`config.mk`:
```
export PLATFORM = sky130hd
export DESIGN_NAME = apb_arbiter
export DESIGN_NICKNAME = d
export VERILOG_FILES = /design/src/rtl/arb_pkg.sv /design/src/rtl/arb_pick.sv /design/src/rtl/apb_arbiter.sv
export SDC_FILE = /design/constraint.sdc
export NUM_CORES = 1
export LEC_CHECK = 0
export BUFFER_PORTS_ARGS = -buffer_cell sky130_fd_sc_hd__buf_2
export CAP_MARGIN = 30
export CORE_MARGIN = 4
export CORE_UTILIZATION = 40
export CTS_CLUSTER_SIZE = 20
export DETAILED_ROUTE_END_ITERATION = 10
export SYNTH_ARGS = -nofsm -noshare
export SYNTH_HDL_FRONTEND = slang
export SYNTH_HIERARCHICAL = 1
export SYNTH_SLANG_ARGS = --single-unit
```
`constraint.sdc`:
```
create_clock -name PCLK -period 3.8 [get_ports PCLK]
set_clock_uncertainty 0.15 [all_clocks]
set_input_delay 1.14 -clock PCLK [delete_from_list [all_inputs] [get_ports PCLK]]
set_output_delay 1.14 -clock PCLK [all_outputs]
set_load 0.02 [all_outputs]
```
`src/rtl/arb_pkg.sv`:
```
// Shared encodings for the APB-configured 4-client arbiter.
// State and policy codes are plain localparams so older tools can consume them.
package arb_pkg;

    localparam logic [1:0] ST_IDLE   = 2'd0;
    localparam logic [1:0] ST_BUSY   = 2'd1;
    localparam logic [1:0] ST_BYPASS = 2'd2;

    localparam logic [2:0] ARB_FIXED = 3'd0;
    localparam logic [2:0] ARB_RR    = 3'd1;
    localparam logic [2:0] ARB_REV   = 3'd2;

    function automatic logic [3:0] onehot(input logic [1:0] idx);
        return 4'b0001 << idx;
    endfunction

endpackage

```
`src/rtl/arb_pick.sv`:
```
// Combinational wrap-around search over four requests.
// Starts at base and walks up (dir=0) or down (dir=1); the first set bit wins.
module arb_pick
    import arb_pkg::*;
(
    input  logic [3:0] req,
    input  logic [1:0] base,
    input  logic       dir,
    output logic       found,
    output logic [1:0] idx
);

    logic [1:0] pos;

    // Walk from the farthest offset to the nearest so the closest hit is the last write.
    always_comb begin
        found = 1'b0;
        idx   = 2'd0;
        pos   = 2'd0;
        for (int k = 3; k >= 0; k--) begin
            pos = dir ? (base - 2'(k)) : (base + 2'(k));
            if (req[pos]) begin
                found = 1'b1;
                idx   = pos;
            end
        end
    end

endmodule

```
`src/rtl/apb_arbiter.sv`:
```
// Four-requester arbiter driven by the APB slave configuration outputs.
// Registered one-hot grant with fixed, reverse-fixed and round-robin policies plus a raw bypass.
module apb_arbiter
    import arb_pkg::*;
#(
    parameter int MAX_HOLD = 8,
    parameter int CNT_W    = 4
) (
    input  logic       PCLK,
    input  logic       PRESETn,
    input  logic       APB_BYPASS,
    input  logic [3:0] APB_REQ,
    input  logic [2:0] APB_ARB_TYPE,
    input  logic [3:0] REQ,
    output logic [3:0] GNT,
    output logic       GNT_VALID,
    output logic [1:0] GNT_ID,
    output logic [1:0] dbg_state
);

    localparam logic [CNT_W-1:0] HOLD_MAX = CNT_W'(MAX_HOLD);

    logic [1:0]       state;
    logic [CNT_W-1:0] hold_cnt;
    logic [1:0]       rr_last;

    logic [3:0] ereq;
    logic [2:0] policy;
    logic       holder_req;
    logic       preempt;
    logic [3:0] pick_req;
    logic [1:0] pick_base;
    logic       pick_dir;
    logic       pick_found;
    logic [1:0] pick_idx;

    assign dbg_state = state;
    assign ereq      = REQ | APB_REQ;

    // Reserved policy codes fall back to fixed priority.
    always_comb begin
        policy = ARB_FIXED;
        if (APB_ARB_TYPE == ARB_RR) begin
            policy = ARB_RR;
        end else if (APB_ARB_TYPE == ARB_REV) begin
            policy = ARB_REV;
        end
    end

    // While BUSY, GNT_ID always names the current holder.
    assign holder_req = ereq[GNT_ID];
    assign preempt    = (state == ST_BUSY) && holder_req && (policy == ARB_RR) &&
                        (hold_cnt == HOLD_MAX) && ((ereq & ~onehot(GNT_ID)) != 4'd0);
    assign pick_req   = preempt ? (ereq & ~onehot(GNT_ID)) : ereq;

    always_comb begin
        pick_base = 2'd0;
        pick_dir  = 1'b0;
        if (policy == ARB_RR) begin
            pick_base = rr_last + 2'd1;
        end else if (policy == ARB_REV) begin
            pick_base = 2'd3;
            pick_dir  = 1'b1;
        end
    end

    arb_pick u_pick (
        .req   (pick_req),
        .base  (pick_base),
        .dir   (pick_dir),
        .found (pick_found),
        .idx   (pick_idx)
    );

    always_ff @(posedge PCLK) begin
        if (!PRESETn) begin
            state     <= ST_IDLE;
            GNT       <= 4'd0;
            GNT_VALID <= 1'b0;
            GNT_ID    <= 2'd0;
            hold_cnt  <= '0;
            rr_last   <= 2'd3;
        end else if (APB_BYPASS) begin
            state     <= ST_BYPASS;
            GNT       <= REQ;
            GNT_VALID <= |REQ;
            hold_cnt  <= '0;
        end else begin
            case (state)
                ST_BYPASS: begin
                    // Leaving bypass always costs one empty grant cycle.
                    state     <= ST_IDLE;
                    GNT       <= 4'd0;
                    GNT_VALID <= 1'b0;
                end
                ST_IDLE: begin
                    if (pick_found) begin
                        state     <= ST_BUSY;
                        GNT       <= onehot(pick_idx);
                        GNT_VALID <= 1'b1;
                        GNT_ID    <= pick_idx;
                        hold_cnt  <= CNT_W'(1);
                        if (policy == ARB_RR) begin
                            rr_last <= pick_idx;
                        end
                    end else begin
                        GNT       <= 4'd0;
                        GNT_VALID <= 1'b0;
                        GNT_ID    <= 2'd0;
                    end
                end
                ST_BUSY: begin
                    if (!holder_req || preempt) begin
                        // Release and preemption both re-arbitrate in the same edge.
                        if (pick_found) begin
                            GNT       <= onehot(pick_idx);
                            GNT_VALID <= 1'b1;
                            GNT_ID    <= pick_idx;
                            hold_cnt  <= CNT_W'(1);
                            if (policy == ARB_RR) begin
                                rr_last <= pick_idx;
                            end
                        end else begin
                            state     <= ST_IDLE;
                            GNT       <= 4'd0;
                            GNT_VALID <= 1'b0;
                        end
                    end else if (hold_cnt < HOLD_MAX) begin
                        hold_cnt <= hold_cnt + CNT_W'(1);
                    end
                end
                default: begin
                    state     <= ST_IDLE;
                    GNT       <= 4'd0;
                    GNT_VALID <= 1'b0;
                end
            endcase
        end
    end

endmodule

```
==> results of run 1 <==
-- power by group through the flow --
| stage | clock [µW] | sequential (µW) | combinational [µW] |
|---|---|---|---|
| floorplan | 0 | 180 | 62.4 |
| global placement | 0 | 175 | 99.4 |
| detailed placement | 0 | 176 | 99.9 |
| CTS | 99.7 | 172 | 100 |
| global route | 108 | 174 | 115 |
| finish | 95.6 | 172 | 104 |
-- registers in the layout (all words and copies together) (netlist names) --
signal,flops
dbg_state,2
hold_cnt,4
rr_last,2
GNT_VALID,1
GNT_ID,2
GNT,4
-- synth_stat cells, types with 2 or more instances --
| master | n | area, µm² |
|---|---|---|
| a21oi_1 | 8 | 40.0 |
| a22oi_1 | 2 | 15.0 |
| a31oi_1 | 7 | 43.8 |
| buf_6 | 3 | 33.8 |
| dfxtp_1 | 15 | 300 |
| ha_1 | 2 | 25.0 |
| inv_1 | 9 | 33.8 |
| mux2_2 | 2 | 22.5 |
| mux2i_1 | 7 | 70.1 |
| nand2_1 | 17 | 63.8 |
| nand3_1 | 3 | 15.0 |
| nand3b_1 | 4 | 30.0 |
| nor2_1 | 18 | 67.6 |
| nor2b_1 | 5 | 31.3 |
| nor3_1 | 2 | 10.0 |
| nor3_2 | 2 | 20.0 |
| nor4b_1 | 2 | 17.5 |
| o211ai_1 | 3 | 22.5 |
| o21ai_0 | 10 | 50.1 |
| o21ai_1 | 2 | 10.0 |
| or4_1 | 3 | 22.5 |
| xnor2_1 | 2 | 17.5 |
-- layout make-up --
class                           instances  area (µm²)
Timing Repair Buffer                   32         185
Inverter                                9        33.8
Clock buffer                            3        22.5
Clock inverter                          1        7.51
Fill cell                             278        1370
Tap cell                               31        38.8
Multi-Input combinational cell        120         826
Sequential cell                        15         300
-- worst max-delay path, delay by kind of cell --
family | cells | cell delay (ns)
and+or+nand+nor | 7 | 1.15
AOI/OAI and AO/OA | 6 | 1.00
buffers and inverters | 2 | 0.30
-- through the flow --
step / setup slack [ns] / cells / util, % / instance area, µm² / total power, µW
finish: 0.274 / 211 / 50.8 / 1410 / 372
detailed placement: -0.146 / 207 / 48.4 / 1350 / 276
floorplan: 0.291 / 150 / - / 1170 / 243
CTS: 0.153 / 211 / 49.4 / 1380 / 372
global route: 0.0218 / 211 / 50.8 / 1410 / 397
global placement: -0.0902 / 207 / 48.4 / 1350 / 275
-- layer usage --
| layer | vias up | global-route usage (%) |
|---|---|---|
| met5 | - | 0 |
| met4 | 0 | 5.15 |
| met3 | 0 | 3.42 |
| met2 | 34 | 21.4 |
| met1 | 540 | 18.6 |
| li1 | 600 | - |
-- cells by family after synthesis --
kind of cell	share of synthesized area, %
and+or+nand+nor	30.3
AOI/OAI and AO/OA	23.0
buffers and inverters	7.16
DFF	25.6
muxes	7.91
xor gates and xnor gates	3.85
adders and majority gates	2.14
-- path summary, 6_finish.rpt --
path / to / slack, ns / cells after the start
max: GNT[0] / 0.27 / 15
min: GNT_VALID / 0.33 / 2
max reg2reg: GNT[0] / 0.71 / 14
min reg2reg: GNT_VALID / 0.33 / 2
-- timing repair --
action                                 CTS  global route
endpoints found under the hold margin    0             0
setup endpoints to repair                0             2
resized for setup                        0             9
==> key figures, run 1 <==
Run status
  – Status: completed

Power
  – Leakage: 0.000551 µW
  – Combinational Power Share: 28.0%
  – P per Cell Area: 263 mW/mm²
  – Clock power share: 25.7%
  – Pint: 250 µW
  – Psw: 122 µW
  – Net Sw Frac: 32.7%
  – Sequential share of power: 46.3%
  – Peak VDD IR: 0.000190 V

Cells and area
  – ANT cells: 0
  – Nets: 197
  – Layout cell share with drive strength beyond 1: 29.4%
  – Area Overhead vs Synth: 20.7%
  – Most frequent cells in the layout: 22 x buf_2, 17 x nand2_1, 15 x dfxtp_1, 15 x nor2_1
  – Commonest non-fill, non-tap cell in the layout: buf_2

Global routing
  – First-pass GRT wire length: 4570 µm
  – Antenna violations before repair: 0
  – GRT Util Overall: 13.9%
  – Number of global-route vias before repair: 1072
  – GR Overflow Total: 0
  – Largest net degree at the start of global routing: 19

Routing
  – Metal2 WL: 1230 µm
  – Remaining DRCs: 0
  – Max Used Layer: met3
  – Met3 wire length: 174 µm
  – Via Count: 1174
  – Final antenna-violating net count: 0
  – M1 WL: 1330 µm
  – 1st-iter DRT viols: 82
  – Average wire per standard cell: 13.0 µm
  – Drt pass-1 iters: 4
  – Routed WL: 2740 µm
  – Number of vias per cell: 5.56

Synth
  – Post-synthesis register bit count: 15
  – FFs w/ async S/R, synth: 0%
  – Mapped Nets: 166
  – Avg Inst Size Synth: 7.81 µm²
  – Warnings, synthesis: 6
  – Post-synth cell types: 44
  – Mapped Cells: 150
  – Mapped Area: 0.00117 mm²
  – Most used DFF post-synth: dfxtp_1
  – Seq/Total Area, Yosys: 25.6%
  – Post-synth EDFFs: 0

STA
  – Slew @ Worst Pin: 0.457 ns
  – Fin. Hold Viols: 0
  – TNS Setup: 0 ns
  – RSZ-0062 raised after global routing: false
  – Normalized max-slew margin: 69.5%
  – Worst hold margin: 0.335 ns
  – Fmax: 284 MHz
  – Slew Limit Fails: 0
  – # setup viols final: 0
  – Final Cycle Share: 92.8%
  – Period minus WS final: 3.53 ns

CTS
  – CTS tree: done
  – Clock Path Buffers: 2
  – TritonCTS Sinks: 15
  – Post-CTS Hold Fix Bufs: 0
  – Post CTS Setup Buffer Count: 0
  – Clock H-tree levels: 1
  – Cts bufs inserted: 3
  – Clk_lat worst skew: 0.29 ns
  – CTS clock-pin slew for the worst setup and hold paths: 0.10 ns
  – CTS root buf: clkbuf_4

Worst setup path
  – Max incr delay on CP: 0.37 ns
  – Worst endpoint data arrival time: 3.59 ns
  – Crit-path max FO: 8
  – R2r startpoint: GNT_ID[0]
  – Slowest CP cell: or3b_1
  – Critical path endpoint category: register
  – Most frequent CP cell: a31oi_1
  – Critical path launch point type: input pin
  – Setup CP Type: in -> reg
  – Critical Path, Cell by Cell: buf_2 -> nor2_2 -> nand3_1 -> a21o_1 -> nand2_1 -> nor2_4 -> a31oi_1 -> buf_4 -> nor2_1 -> o21ai_0 -> o211ai_1 -> a21boi_2 -> nor3_1 -> or3b_1 -> a31oi_1
  – Setup crit start: REQ[2]
  – Critical Path RT: 3.86 ns

Floorplan
  – IO Pins: 23
  – Rows: 19
  – Initial Utilization: 42.1%
  – Die height: 62.1 µm
  – Die W: 62.1 µm
  – Placeable Area: 0.00278 mm²
  – Die Footprint: 0.00386 mm²

Place
  – GPL Wtd Cong: 0.850
  – Number of port buffers: 22
  – Post-detail-place hpwl: 2090 µm

Run
  – Max Cap Viol: 0

Worst hold path
  – Hold Crit Start: GNT_VALID
  – Min-Delay Path Class: reg -> reg
No activity file was read; power rests on OpenSTA's default activity.
==> run 2: changes to the inputs <==
--- a/config.mk
+++ b/config.mk
@@ -7,10 +7,14 @@
 export LEC_CHECK = 0
 export BUFFER_PORTS_ARGS = -buffer_cell sky130_fd_sc_hd__buf_2
 export CAP_MARGIN = 30
+export CELL_PAD_IN_SITES_DETAIL_PLACEMENT = 2
+export CELL_PAD_IN_SITES_GLOBAL_PLACEMENT = 2
 export CORE_MARGIN = 4
-export CORE_UTILIZATION = 40
+export CORE_UTILIZATION = 31
+export CTS_BUF_LIST = sky130_fd_sc_hd__clkbuf_16
 export CTS_CLUSTER_SIZE = 20
 export DETAILED_ROUTE_END_ITERATION = 10
+export PLACE_DENSITY_LB_ADDON = 0.1
 export SYNTH_ARGS = -nofsm -noshare
 export SYNTH_HDL_FRONTEND = slang
 export SYNTH_HIERARCHICAL = 1
==> run 2 against run 1 <==
Net effect:
- non-clock buffer count up 12
- via count up 7.1%
- critical path depth down 1
- critical endpoint unchanged
==> key figures, run 2 (same netlist as run 1, synthesis figures left out) <==
CTS
  – CTS clock-pin slew for the worst setup and hold paths: 0.05 ns
  – CTS root buf: clkbuf_16
  – CTS tree: done
  – Clock H-tree levels: 1
  – TritonCTS Sinks: 15
  – Clk_lat worst skew: 0.24 ns
  – Clock Path Buffers: 2
  – Cts bufs inserted: 3

Worst setup path
  – Critical Path, Cell by Cell: buf_2 -> nor2_1 -> a22oi_1 -> a21o_1 -> nand2_1 -> nor2_4 -> a31oi_4 -> nor2_1 -> o21ai_0 -> o211ai_1 -> a21boi_4 -> nor3_1 -> or3b_1 -> a31oi_1
  – Critical path endpoint category: register
  – Worst endpoint data arrival time: 3.64 ns
  – Worst reg2reg path endpoint: GNT[0]
  – Crit-path max FO: 7
  – R2r startpoint: GNT_ID[0]
  – Critical Path RT: 3.82 ns
  – CP Capture Point: GNT[0]
  – Worst R2R Path Depth: 13
  – Slowest CP cell: or3b_1
  – Max incr delay on CP: 0.39 ns
  – Critical path launch point type: input pin
  – Most frequent CP cell: nor2_1
  – FF-to-FF setup slack: 0.56 ns
  – Setup CP Type: in -> reg
  – Setup crit start: REQ[3]

Power
  – Combinational Power Share: 24.3%
  – Net Sw Frac: 28.1%
  – Sequential share of power: 34.6%
  – Total Power: 502 µW
  – Pint: 361 µW
  – Leakage: 0.000637 µW
  – Psw: 141 µW
  – Clock power share: 41.1%
  – P per Cell Area: 312 mW/mm²
  – Peak VDD IR: 0.000236 V

Floorplan
  – Die height: 69.5 µm
  – Placeable Area: 0.00366 mm²
  – Die W: 69.5 µm
  – Die Footprint: 0.00483 mm²
  – Rows: 22
  – Initial Utilization: 32.0%
  – IO Pins: 23

Routing
  – 1st-iter DRT viols: 52
  – Final antenna-violating net count: 0
  – Number of vias per cell: 5.24
  – Average wire per standard cell: 17.0 µm
  – Routed WL: 4080 µm
  – Via Count: 1257
  – Remaining DRCs: 0
  – Drt pass-1 iters: 4

Cells and area
  – Final core utilization: 43.9%
  – Area Overhead vs Synth: 37.3%
  – Nets: 209
  – Layout Cells excl Fill: 240
  – Largest registers: GNT: 4 flops, hold_cnt: 4 flops
  – Most frequent cells in the layout: 22 x buf_2, 22 x buf_4, 17 x nand2_1, 15 x dfxtp_1, 15 x nor2_1
  – Layout cell share with drive strength beyond 1: 36.5%
  – Filler Cells Inserted: 423
  – ANT cells: 0

Global routing
  – Antenna violations before repair: 0
  – Global route hottest layer: met2
  – GR Util met2: 32.6%
  – Met3 GRT Util: 2.03%
  – First-pass GRT wire length: 6680 µm
  – Largest net degree at the start of global routing: 19
  – GR Layer Usage met1: 19.8%
  – GRT Util Overall: 16.9%
  – Number of global-route vias before repair: 1388
  – GR Overflow Total: 0

STA
  – Slew Limit Fails: 0
  – Slew @ Worst Pin: 0.474 ns
  – Fin. Hold Viols: 0
  – Period minus WS final: 3.62 ns
  – # setup viols final: 0
  – Normalized max-slew margin: 68.3%
  – Fmax: 276 MHz
  – TNS Setup: 0 ns
  – Final Cycle Share: 95.2%
  – Worst setup margin: 0.183 ns

Place
  – # placed instances: 235
  – Setup WS pre-CTS: -0.329 ns
  – Post-detail-place hpwl: 3220 µm
  – Number of port buffers: 22
  – GPL Wtd Cong: 0.778

Run status
  – Status: completed

Worst hold path
  – Min-Delay Path Class: reg -> reg

Run
  – Max Cap Viol: 0
run 2: critical path: cells and delay by family:
family	cells	cell delay, ns
buffers and inverters	1	0.12
AO/OA/AOI/OAI	7	1.30
AND/OR/NAND/NOR	6	1.06
run 2: through the flow:
stage	instance area, µm²	hold slack [ns]
6_report	1610	0.322
5_1_grt	1610	0.357
3_5_place_dp	1450	0.313
3_3_place_gp	1450	0.308
2_1_floorplan	1170	0.339
4_1_cts	1540	0.324
run 2: worst min-delay path by stage:
stage                           start          end  slack (ns)  cells after the start
final                       GNT_VALID    GNT_VALID        0.32                      2
after global routing        GNT_VALID    GNT_VALID        0.36                      2
after CTS                   GNT_VALID    GNT_VALID        0.32                      2
after detailed placement    GNT_VALID    GNT_VALID        0.31                      2
after global placement      GNT_VALID    GNT_VALID        0.31                      2
after floorplan           hold_cnt[1]  hold_cnt[3]        0.34                      2
run 2: layer usage:
layer  up-vias  wire length (µm)  share of wire (%)
met1       625              1760                 43
met4         0                10               0.25
met5         -                 0                  0
met3         2                55                1.3
li1        624                 -                  -
met2         6              2260                 55
run 2: final cells by class:
class	instances	area (µm²)	area share [%]
multi-input cells	120	856	53.2
clock inverters	1	7.51	0.467
inverters	9	33.8	2.10
repair buffers	44	275	17.1
clock buffers	3	75.1	4.67
flip-flops and latches	15	300	18.7
well taps	48	60.1	3.74
run 2: power by group through the flow:
stage / registers (µW) / logic (µW) / clock network (µW)
2_1_floorplan: 180 / 62.4 / 0
3_3_place_gp: 176 / 108 / 0
3_5_place_dp: 176 / 113 / 0
4_1_cts: 173 / 115 / 213
5_1_grt: 175 / 135 / 219
6_report: 174 / 122 / 206
run 2: repair_timing:
action	CTS	global route
endpoints found under the setup margin	2	11
gates resized for setup	1	15
setup buffers	0	1
pin swaps	0	2
hold buffers	0	0
